<file path="src/rtl/serial_sub.sv">
// Bit-serial subtractor: D = A - B - Bin, one bit per clock, LSB first.
// start/busy/done handshake; D and Bout hold until the next completion.
module serial_sub #(
    parameter int unsigned WIDTH = 4
) (
    input  logic             clk,
    input  logic             rst,
    input  logic             start,
    input  logic [WIDTH-1:0] A,
    input  logic [WIDTH-1:0] B,
    input  logic             Bin,
    output logic             busy,
    output logic             done,
    output logic [WIDTH-1:0] D,
    output logic             Bout
);

    localparam int unsigned CW = (WIDTH > 2) ? $clog2(WIDTH) : 1;
    localparam logic [CW-1:0] LAST = CW'(WIDTH - 1);

    typedef enum logic [1:0] {IDLE, RUN, DONE} state_t;

    state_t          state;
    logic [WIDTH-1:0] sa;
    logic [WIDTH-1:0] sb;
    logic [WIDTH-1:0] res;
    logic             borrow;
    logic [CW-1:0]    count;
    logic             dbit;
    logic             bnxt;

    // Single full-subtractor cell operating on the current LSBs.
    always_comb begin
        dbit = sa[0] ^ sb[0] ^ borrow;
        bnxt = (~sa[0] & sb[0]) | (~sa[0] & borrow) | (sb[0] & borrow);
    end

    always_ff @(posedge clk) begin
        if (rst) begin
            state  <= IDLE;
            busy   <= 1'b0;
            done   <= 1'b0;
            Bout   <= 1'b0;
            D      <= '0;
            sa     <= '0;
            sb     <= '0;
            res    <= '0;
            borrow <= 1'b0;
            count  <= '0;
        end else begin
            done <= 1'b0;
            case (state)
                IDLE, DONE: begin
                    if (start) begin
                        sa     <= A;
                        sb     <= B;
                        borrow <= Bin;
                        count  <= '0;
                        busy   <= 1'b1;
                        state  <= RUN;
                    end else begin
                        state <= IDLE;
                    end
                end
                RUN: begin
                    sa     <= sa >> 1;
                    sb     <= sb >> 1;
                    res    <= {dbit, res[WIDTH-1:1]};
                    borrow <= bnxt;
                    count  <= count + 1'b1;
                    // Final bit: publish the result including this cycle's bit.
                    if (count == LAST) begin
                        D     <= {dbit, res[WIDTH-1:1]};
                        Bout  <= bnxt;
                        done  <= 1'b1;
                        busy  <= 1'b0;
                        state <= DONE;
                    end
                end
                default: begin
                    busy  <= 1'b0;
                    state <= IDLE;
                end
            endcase
        end
    end

endmodule

</file>
<file path="config.mk">
export PLATFORM = sky130hd
export DESIGN_NAME = serial_sub
export DESIGN_NICKNAME = d
export VERILOG_FILES = /design/src/rtl/serial_sub.sv
export SDC_FILE = /design/constraint.sdc
export NUM_CORES = 1
export LEC_CHECK = 0
export CELL_PAD_IN_SITES_DETAIL_PLACEMENT = 0
export CELL_PAD_IN_SITES_GLOBAL_PLACEMENT = 1
export CORE_MARGIN = 3
export CORE_UTILIZATION = 38
export CTS_BUF_LIST = sky130_fd_sc_hd__clkbuf_4
export DETAILED_ROUTE_END_ITERATION = 6
export PLACE_DENSITY = 0.78
export SLEW_MARGIN = 0
export SYNTH_ARGS = -nofsm -noshare
export SYNTH_HDL_FRONTEND = slang
export SYNTH_SLANG_ARGS = --single-unit
</file>
<file path="constraint.sdc">
create_clock -name clk -period 1.4 [get_ports clk]
set_clock_uncertainty 0.1 [all_clocks]
set_input_delay 0.14 -clock clk [delete_from_list [all_inputs] [get_ports clk]]
set_output_delay 0.14 -clock clk [all_outputs]
set_load 0.02 [all_outputs]
</file>
==> summary.md <==
| Metric | Value |
|---|---|
| Synth Area in XOR/XNOR | 0% |
| Mapped Cells | between 100 and 150 |
| Setup Crit Path Kind | flip-flop to flip-flop |
| Routed len/inst | between 10 and 15 um |
| Post-DRT Antenna Nets | 0 |
| Synth cell types | 20 |
| Hold WC Path Type | input port to flip-flop |
| DR WL met3 | 62 um |
| First-pass GRT wire length | about 3100 um |
| Sink Count | 23 |
| Required @ worst endpoint | ~1.5 ns |
| Post-synth EDFFs | 0 |
| Global-route congestion overflow total | 0 |
| Count of buffers from port buffering | 18 |
| Status | completed |
| Antenna Cells | 0 |
| GRT Total Usage | between 10 and 15% |
| Fin. Hold Viols | 0 |
| Pwr per Cell Area | between 1000 and 1500 nW/um^2 |
| Main combinational cell family by area after synthesis | simple AND/OR/NAND/NOR gates |
| Die width | approximately 55 um |
| #FFs+latches synth | 23 |
| Async S/R FF share, synth | 0% |
| Post-place instance area | about 1200 sq um |
| Initial antenna violation count | 0 |
| Uppermost layer routed | met4 |
| Post-synth top cells | 25 x nand2_1, 23 x dfxtp_1, 12 x a21oi_1, 12 x nor2_1 |
| Synth top area share | just over 50% |
| CTS Buf Count | 3 |
| Worst slew pin tran | 0.245 ns |
| Yosys warning total | 0 |
| Number of setup violations in the final report | 0 |
| Max-Cap Viols | 0 |
| Die Y | roughly 55 um |
| Worst-skew pair later-pin latency | ~0.31 ns |
| Achievable Freq | 0.773 GHz |
| Final Cell Area | 1180 sq um |
| Final TNS setup | 0 ns |
| Count leader, synth | nand2_1 |
| Leakage | roughly 0.48 nW |
| Root buf cell | clkbuf_4 |
| Row count | 17 |
| Metal2 WL | 877 um |
| Vias in the first global route | 769 |
| Startpoint types | flip-flop |
| TritonCTS clock tree | done |
| Initial Util | just over 40% |
| Area contributors post-synth | dfxtp_1 51%, nand2_1 10%, a311oi_1 7.7% |
| VDD IR max | 0.689 mV |
| Crit Path Max Fanout | 2 |
| Compound-Gate Fraction of Synth Area | about 17% |
| Placer congestion estimate | about 0.74 |
| Total Routed Length | roughly 1800 um |
| Clock Tree Buf Depth | 2 |
| Total power | 1.22 mW |
| DRT met1 WL | between 800 and 900 um |
| Max-Slew Margin vs Limit | 83.6% |
| Fill cells | 232 |
| Die area | ~3000 sq um |
| HPWL after detailed placement | roughly 1300 um |
| First-pass DRT Iterations | 4 |
| Initial DRC count | 18 |
| DR DRC count | 0 |
| Final setup margin | 0.107 ns |
| RSZ-0062 raised after global routing | no |
| Tmin final | ~1.3 ns |
| Worst endpoint data arrival time | 1.41 ns |
| Mux share of post-synthesis cell area | 0% |
| Vias | roughly 790 |
| Top-Level Pins | 19 |
| Most frequently used flop master after synthesis | dfxtp_1 |
| Vias per cell | between 4 and 5 |
| Final Instance Count excl. Fillers | 158 |
| Period utilisation layout | roughly 92% |
| Post-synth top area cell | dfxtp_1 |
| Crit. End Element | flip-flop |
| Clk slew on worst S/H paths | 0.11 ns |
| Dpl cells | 154 |
| Final slew viol count | 0 |
| Layout cells sized above 1 | 10.8% |
| Pin count of the biggest net entering global routing | 20 |
| Setup slack at placement | -0.131 ns |
| Nets | between 100 and 150 |
| H-tree level count | 1 |
| Synth Area in Adders | 3.58% |
| Post-Syn Area | just over 900 sq um |
| Core area | approximately 2200 sq um |
| Synthesized Nets | around 120 |
| Post-synthesis sequential area ratio | approximately half |
| Area delta synth->final | 30.0% |
| Simple-Gate Fraction of Synth Area | about a quarter |
| Post-Syn Area per Cell | approximately 8.4 sq um |
layout make-up:
| cell class | count | area, sq um | area share, % |
|---|---|---|---|
| Tap cell | 28 | 35.0 | 2.96 |
| Multi-Input combinational cell | 76 | 409 | 34.6 |
| Timing Repair Buffer | 26 | 244 | 20.6 |
| Clock buffer | 4 | 30.0 | 2.54 |
| Inverter | 1 | 3.75 | 0.317 |
| Sequential cell | 23 | 460 | 38.9 |
metrics by stage:
| step | hold slack (ns) | util (%) |
|---|---|---|
| 6_report | 0.280 | 52.9 |
| 5_1_grt | 0.280 | 52.9 |
| 4_1_cts | 0.270 | 52.7 |
| 3_5_place_dp | 0.349 | 51.8 |
| 3_3_place_gp | 0.345 | 51.8 |
| 2_1_floorplan | 0.112 | - |
where the power goes:
| group | switching [mW] | leakage (nW) | internal [mW] |
|---|---|---|---|
| clock | 0.188 | 0.0184 | 0.131 |
| combinational | 0.0922 | 0.270 | 0.0989 |
| sequential | 0.0229 | 0.188 | 0.691 |
| total | 0.303 | 0.477 | 0.920 |
registers in the layout, indices dropped and copies added, names as in the netlist:
signal,flops
done,1
busy,1
sa,4
state,2
count,2
Bout,1
sb,4
borrow,1
D,4
res,3
routing by layer:
| layer | vias up | global-route usage, % |
|---|---|---|
| met5 | - | 0 |
| met4 | 0 | 3.64 |
| met3 | 2 | 4.83 |
| met2 | 12 | 24.0 |
| met1 | 364 | 17.3 |
| li1 | 409 | - |
cell usage in the layout (no fill, tap or decap):
cell	Yosys	routed
nand2_1	25	25
dfxtp_1	23	23
a21oi_1	12	12
nor2_1	12	12
clkdlybuf4s50_1	0	11
nand3_1	8	8
a311oi_1	8	8
dlygate4sd2_1	0	7
buf_4	2	7
clkbuf_4	0	4
nand2b_1	2	2
inv_1	1	1
and2b_1	1	1
nand3b_1	1	1
or2b_4	0	1
o21a_1	1	1
nor2b_2	0	1
o21ai_0	1	1
a211oi_1	1	1
fa_1	1	1
ha_1	1	1
buf_12	0	1
cell families after synthesis:
family / Yosys count
AO/OA/AOI/OAI: 23
AND/OR/NAND/NOR: 51
adder cells (fa/ha/maj): 2
buffers and inverters: 9
flip-flops: 23
worst paths after layout:
| check | startpoint | to | slack (ns) | cells past startpoint |
|---|---|---|---|---|
| max | sa[0] | D[3] | 0.11 | 3 |
| min | A[3] | sa[3] | 0.28 | 3 |
| max reg2reg | sa[0] | D[3] | 0.11 | 3 |
| min reg2reg | D[1] | D[1] | 0.36 | 2 |
worst max-delay path: stages, from the launching register on:
cell and delay (ns):
dfxtp_1 0.35, inv_1 0.06, fa_1 0.49, a311oi_1 0.21
timing repair:
| item | in CTS | in global routing |
|---|---|---|
| hold buffers | 0 | 0 |
| pin swaps | 0 | 1 |
| setup endpoints to repair | 7 | 2 |
| resized for setup | 7 | 2 |
| setup buffers | 0 | 0 |
Power figures use the tool's default switching activity.
